==> src/rtl/memory_arbiter.sv <==
// memory_arbiter: shares one Memory port between the instruction-miss path
// (read-only) and the data path (read/write). One transaction in flight,
// round-robin on contention, watchdog abort when Memory never answers.
module memory_arbiter #(
    parameter int unsigned ADDR_WIDTH     = 32,
    parameter int unsigned DATA_WIDTH     = 32,
    parameter int unsigned TIMEOUT_CYCLES = 256
) (
    input  logic                  clk,
    input  logic                  reset,
    input  logic                  i_read_request,
    input  logic [ADDR_WIDTH-1:0] i_addr,
    output logic                  i_read_response,
    output logic [DATA_WIDTH-1:0] i_read_data,
    input  logic                  d_read_request,
    input  logic                  d_write_request,
    input  logic [ADDR_WIDTH-1:0] d_addr,
    input  logic [DATA_WIDTH-1:0] d_write_data,
    output logic                  d_response,
    output logic [DATA_WIDTH-1:0] d_read_data,
    output logic                  memory_read_request,
    output logic                  memory_write_request,
    output logic [ADDR_WIDTH-1:0] memory_addr,
    output logic [DATA_WIDTH-1:0] memory_write_data,
    input  logic [DATA_WIDTH-1:0] memory_read_data,
    input  logic                  memory_response,
    output logic                  busy,
    output logic                  timeout_error
);

    localparam int unsigned CNT_W   = (TIMEOUT_CYCLES > 0) ? $clog2(TIMEOUT_CYCLES + 1) : 1;
    localparam bit          WDOG_EN = (TIMEOUT_CYCLES != 0);

    typedef enum logic [1:0] {
        ST_IDLE    = 2'd0,
        ST_GRANT_I = 2'd1,
        ST_GRANT_D = 2'd2
    } state_t;

    state_t                r_state;
    logic                  r_last_grant_i;
    logic                  r_mem_rd;
    logic                  r_mem_wr;
    logic [ADDR_WIDTH-1:0] r_mem_addr;
    logic [DATA_WIDTH-1:0] r_mem_wdata;
    logic [CNT_W-1:0]      r_count;
    logic                  r_busy;

    state_t                w_state_nx;
    logic                  w_last_grant_i_nx;
    logic                  w_mem_rd_nx;
    logic                  w_mem_wr_nx;
    logic [ADDR_WIDTH-1:0] w_mem_addr_nx;
    logic [DATA_WIDTH-1:0] w_mem_wdata_nx;
    logic [CNT_W-1:0]      w_count_nx;
    logic                  w_busy_nx;

    logic                  w_granted;
    logic                  w_owner_i;
    logic                  w_owner_d;
    logic                  w_done;
    logic                  w_expire;
    logic                  w_finish;
    logic                  w_d_req;

    // Completion decode: a response in reset or in IDLE is never forwarded
    assign w_granted = (r_state != ST_IDLE) && !reset;
    assign w_owner_i = (r_state == ST_GRANT_I);
    assign w_owner_d = (r_state == ST_GRANT_D);
    assign w_done    = w_granted && memory_response;
    assign w_expire  = WDOG_EN && w_granted && !memory_response &&
                       (r_count == CNT_W'(TIMEOUT_CYCLES));
    assign w_finish  = w_done || w_expire;
    assign w_d_req   = d_read_request || d_write_request;

    // Next-state and next-register values
    always_comb begin
        w_state_nx        = r_state;
        w_last_grant_i_nx = r_last_grant_i;
        w_mem_rd_nx       = r_mem_rd;
        w_mem_wr_nx       = r_mem_wr;
        w_mem_addr_nx     = r_mem_addr;
        w_mem_wdata_nx    = r_mem_wdata;
        w_count_nx        = r_count;
        w_busy_nx         = r_busy;
        case (r_state)
            ST_IDLE: begin
                if (w_d_req && (!i_read_request || r_last_grant_i)) begin
                    w_state_nx        = ST_GRANT_D;
                    w_last_grant_i_nx = 1'b0;
                    w_mem_wr_nx       = d_write_request;
                    w_mem_rd_nx       = !d_write_request;
                    w_mem_addr_nx     = d_addr;
                    w_mem_wdata_nx    = d_write_data;
                    w_count_nx        = '0;
                    w_busy_nx         = 1'b1;
                end else if (i_read_request) begin
                    w_state_nx        = ST_GRANT_I;
                    w_last_grant_i_nx = 1'b1;
                    w_mem_wr_nx       = 1'b0;
                    w_mem_rd_nx       = 1'b1;
                    w_mem_addr_nx     = i_addr;
                    w_mem_wdata_nx    = '0;
                    w_count_nx        = '0;
                    w_busy_nx         = 1'b1;
                end
            end
            ST_GRANT_I, ST_GRANT_D: begin
                if (w_finish) begin
                    w_state_nx  = ST_IDLE;
                    w_mem_rd_nx = 1'b0;
                    w_mem_wr_nx = 1'b0;
                    w_count_nx  = '0;
                    w_busy_nx   = 1'b0;
                end else begin
                    w_count_nx  = r_count + CNT_W'(1);
                end
            end
            default: begin
                w_state_nx  = ST_IDLE;
                w_mem_rd_nx = 1'b0;
                w_mem_wr_nx = 1'b0;
                w_busy_nx   = 1'b0;
            end
        endcase
    end

    // State and Memory-side registers; reset drops strobes immediately
    always_ff @(posedge clk) begin
        if (reset) begin
            r_state        <= ST_IDLE;
            r_last_grant_i <= 1'b1;
            r_mem_rd       <= 1'b0;
            r_mem_wr       <= 1'b0;
            r_mem_addr     <= '0;
            r_mem_wdata    <= '0;
            r_count        <= '0;
            r_busy         <= 1'b0;
        end else begin
            r_state        <= w_state_nx;
            r_last_grant_i <= w_last_grant_i_nx;
            r_mem_rd       <= w_mem_rd_nx;
            r_mem_wr       <= w_mem_wr_nx;
            r_mem_addr     <= w_mem_addr_nx;
            r_mem_wdata    <= w_mem_wdata_nx;
            r_count        <= w_count_nx;
            r_busy         <= w_busy_nx;
        end
    end

    assign memory_read_request  = r_mem_rd;
    assign memory_write_request = r_mem_wr;
    assign memory_addr          = r_mem_addr;
    assign memory_write_data    = r_mem_wdata;
    assign busy                 = r_busy;

    // Responses pass through in the memory_response cycle; abort zeroes data
    assign i_read_response = w_owner_i && w_finish;
    assign d_response      = w_owner_d && w_finish;
    assign timeout_error   = w_expire;
    assign i_read_data     = (w_owner_i && w_expire) ? '0 : memory_read_data;
    assign d_read_data     = (w_owner_d && w_expire) ? '0 : memory_read_data;

endmodule

==> config.mk <==
export PLATFORM = sky130hd
export DESIGN_NAME = memory_arbiter
export DESIGN_NICKNAME = d
export VERILOG_FILES = /design/src/rtl/memory_arbiter.sv
export SDC_FILE = /design/constraint.sdc
export NUM_CORES = 1
export LEC_CHECK = 0
export BUFFER_PORTS_ARGS = -buffer_cell sky130_fd_sc_hd__buf_2
export CAP_MARGIN = 20
export CORE_AREA = 2 2 104 106
export CTS_CLUSTER_SIZE = 8
export DETAILED_ROUTE_END_ITERATION = 10
export DIE_AREA = 0 0 106 108
export PLACE_DENSITY = 0.74
export SYNTH_ARGS = -nofsm -noshare
export SYNTH_HDL_FRONTEND = slang
export SYNTH_SLANG_ARGS = --single-unit
==> constraint.sdc <==
create_clock -name clk -period 3.4 [get_ports clk]
set_clock_uncertainty 0.2 [all_clocks]
set_input_delay 0.34 -clock clk [delete_from_list [all_inputs] [get_ports clk]]
set_output_delay 0.34 -clock clk [all_outputs]
set_load 0.02 [all_outputs]
# --- Yosys cells after proc, flatten, opt, wreduce, memory -nomap -nowiden ---
# Cells that the tools add are included.
word_totals:
  in_bits: 134
  elab_cells: 62
  out_inout_bits: 134
  regBits: 79
classes:
  eq_ne: 5
  mux: 24
  n_reduce_logical: 24
  addsub: 1
ops:
  columns: ["operator", "count"]
  rows:
  - ["$mux 32", 6]
  - ["$mux 9", 3]
  - ["$pmux 9 s2", 1]
  - ["$add 9x1->9 const B", 1]
  - ["$eq 9x9->1 const B", 1]
  - ["$logic_and 1x1->1", 9]
  - ["$mux 1", 7]
  - ["$mux 2", 3]
  - ["$pmux 1 s2", 3]
  - ["$reduce_and 2->1", 3]
  - ["$reduce_bool 2->1", 3]
  - ["$logic_not 1->1", 4]
  - ["$pmux 2 s2", 1]
  - ["$logic_or 1x1->1", 3]
  - ["$ne 3x3->1 const B", 1]
  - ["$eq 2x1->1 const B", 1]
  - ["$eq 2x2->1 const B", 1]
  - ["$logic_not 2->1", 1]
  - ["$ne 2x2->1 const B", 1]
  - ["$reduce_or 2->1", 1]

# --- Logic depth before layout (Yosys ltp) ---
depth:
  ltp_word: 7
  ltp_mapped: 7
  ltp_nobuf: 6

# --- Worst setup path before layout ---
# No wires, ideal clock.
synth_path:
  path_kind: "register to output"
  from: "reg r_state[0]"
  to: "out d_response"
  t_required_ps: 2860
  stages_incl_launch_ff: 7
  t_arrival_ps: 1788
  n_path_buf: 1
  setup_slack_ps: 1072
  path_cell_list: "dfxtp_1 -> inv_1 -> ha_1 -> nor4b_1 -> a31oi_1 -> clkbuf_1 -> nor2b_1"
synth_via:
  elab_chain_len: 6
  elab_cells_between_ends: 8
  cone_classes: "eq/ne: 1; reduce/logical: 7"
synth_rtl:
  columns: ["element", "line_no", "source"]
  rows:
  - ["start, declared", "40", "state_t r_state;"]
  - ["start signal, assigned", "140", "r_state <= w_state_nx;"]
  - ["$reduce_bool 2->1", "67", "assign w_granted = (r_state != ST_IDLE) && !reset;"]
  - ["$logic_and 1x1->1", "67", null]
  - ["$logic_and 1x1->1 (2 in a row)", "71", "assign w_expire = WDOG_EN && w_granted && !memory_response &&"]
  - ["$logic_or 1x1->1", "73", "assign w_finish = w_done || w_expire;"]
  - ["$logic_and 1x1->1 *", "159", "assign d_response = w_owner_d && w_finish;"]
  - ["end, declared", "19", "output logic d_response,"]
# Every way passes the cells marked *; elsewhere a longest branch is shown, timed or not.

# --- Worst setup path after layout ---
layout_path:
  from: "reg r_state[1]"
  to: "out d_read_data[5]"
layout_via:
  elab_chain_len: 6
  elab_cells_between_ends: 7
  cone_classes: "eq/ne: 1; mux: 1; reduce/logical: 5"
layout_rtl:
  columns: ["element", "line_no", "source"]
  rows:
  - ["$reduce_bool 2->1", "67", null]
  - ["$logic_and 1x1->1", "67", null]
  - ["$logic_and 1x1->1 (2 in a row)", "71", null]
  - ["$logic_and 1x1->1 *", "162", "assign d_read_data = (w_owner_d && w_expire) ? '0 : memory_read_data;"]
  - ["$mux 32 *", "162", null]
  - ["end, declared", "20", "output logic [DATA_WIDTH-1:0] d_read_data,"]
# Marks and branches as above.

==> metrics.yaml <==
dp_hpwl_mm: 9.83
gr-usage-all-layers_pct: 20.7
final_area_sq_um: 5480
drv_slew: 0
setup_violations: 0
layout_setup_ws_ns: 0.111
synth-seq-cells: 79
syn2layout_area_growth_pct: 42.7
ant_nets: 0
fin_crit_ns: 3.29
cp-end-kind: "output port"
dieHeight_um: 108
grt_setup_unrepaired: "true"
ios: 268
final_cell_mix: "buf_2 (267), dfxtp_1 (79), nor2_1 (67)"
antenna_found_initial: 4
critical_path_class: "flop to output port"
ir_worst_vdd_mv: 0.331
max_freq_mhz: 304
worstPathArrival_ns: 2.75
critPathMaxFanout: 32
cts-buffers-inserted: 9
wire_per_inst_um: 15.5
period_share_pct: 96.7
cap_violations: 0
cp-start-kind: "flop"
chipWidth_um: 106
status: "completed"
die-area_sq_um: 11400
gp_congestion: 0.940
place_ws_ns: 0.490
io_buffer_count: 267
core_area_sq_um: 10200
insertion_delay_ns: 0.33
post-route-util_pct: 53.6
hold_viol_final: 0
syn_area_sq_um: 3840
ff2ff_setup_slack_ns: 0.85
vias: 4195
cts_tree: "yes"
clk_root_buffer_cell: "clkbuf_8"
drive_above_1_share_pct: 43.3
synth.avg_cell_area_sq_um: 8.77
p_leak_nw: 2.69
grt_pass1_vias: 3795
rows: 37
nets: 822
yosysUniqueCellTypes: 39
tightest_slew_ns: 0.851
ys_async_sr_fraction_pct: 0
drt_pre_antenna_iters: 4
cp.required_ns: 2.86
synth_fp_nets: 577
yosysWarnings: 0
drc_errors: 0
layout_commonest_cell: "buf_2"
drt_wl_total_mm: 12.8
grt_max_degree: 81
avgViaCountPerCell: 5.08
ys_seq_area_share_pct: 41.2
clkSinkCount: 79
relSlewSlack_pct: 43.2
grt_overflow: 0
finalPower_mw: 3.86
synthFlopType: "dfxtp_1"
clk_pin_slew_ns: 0.09
placed_cell_area_sq_um: 5270
tns_ns: 0
htree_num_levels: 3
initial_utilization_pct: 37.5
min_path_type: "input port to flop"
first_iter_violations: 194
grt_pass1_wl_mm: 19.0
power_density_nw_per_um2: 705
synth_edf_count: 0
clockBufferDepth: 2
syn_inst: 438
logic make-up after synthesis:
group	synth area share, %
AND/OR/NAND/NOR	25.0
multiplexers	8.34
XOR/XNOR	0.456
flip-flops	41.2
AO/OA/AOI/OAI	18.1
buffers and inverters	5.21
adder cells (fa/ha/maj)	1.63
timing repair:
action / in CTS / in global routing
endpoints found under the setup margin: 0 / 64
resized for setup: 0 / 0
hold buffers: 0 / 0
buffers inserted: 0 / 0
routing by layer:
metal	vias to the layer above	GRT usage, %	part of all wire, %
met4	6	7.89	2.6
li1	2056	-	-
met5	-	0	0.29
met3	28	6.45	8.0
met2	203	34.5	49
met1	1902	25.1	40
through the flow:
stage	hold slack (ns)	instances
4_1_cts	0.0461	824
5_1_grt	0.0534	825
2_1_floorplan	0.235	438
3_5_place_dp	0.268	808
6_report	0.0638	825
3_3_place_gp	0.257	808
layout make-up:
| cell class | count | area (sq um) |
|---|---|---|
| fillers | 969 | 4750 |
| repair buffers | 275 | 1410 |
| flip-flops and latches | 79 | 1580 |
| diodes | 1 | 2.50 |
| well taps | 136 | 170 |
| multi-input cells | 310 | 2070 |
| clock buffers | 11 | 151 |
| clock inverters | 5 | 63.8 |
| inverters | 8 | 30.0 |
power by group:
group / internal [mW] / switching [mW] / total (mW) / leakage (nW)
clock network: 0.385 / 0.349 / 0.734 / 0.106
registers: 1.20 / 0.145 / 1.34 / 0.652
logic: 0.625 / 1.16 / 1.79 / 1.94
total: 2.21 / 1.66 / 3.86 / 2.69
cells in the mapped netlist (4+ instances only):
library cell,number,area share (%)
nand3_1,5,0.65
a211oi_1,34,6.6
nand4_1,5,0.81
dfxtp_1,79,41
a32oi_1,32,7.3
clkbuf_1,29,2.8
nor3_1,4,0.52
ha_1,5,1.6
nand2_1,14,1.4
nor2b_1,6,0.98
a21oi_1,6,0.78
and2_1,64,10
inv_1,8,0.78
buf_1,4,0.39
nor2_1,68,6.6
a31oi_1,4,0.65
buf_2,6,0.78
mux2i_1,32,8.3
path summary, 6_finish.rpt:
path,start,end,cells past startpoint
hold reg to reg,memory_read_request,memory_read_request,2
setup / recovery,r_state[1],d_read_data[5],7
hold / removal,d_write_data[23],memory_write_data[23],3
setup reg to reg,r_state[0],r_count[8],7
flip-flops by register name, summed over array words and instances (netlist names):
| name | flops |
|---|---|
| memory_addr | 32 |
| memory_write_request | 1 |
| r_last_grant_i | 1 |
| r_count | 9 |
| r_state | 2 |
| memory_write_data | 32 |
| memory_read_request | 1 |
| busy | 1 |
worst max-delay path: stages (launching register included):
cell and delay (ns):
dfxtp_1 0.37, inv_1 0.08, ha_1 0.19, nor4b_1 0.46, and3_1 0.31, nand2_1 0.45, and2_1 0.39, buf_2 0.17
(Power assumes the default switching activity.)
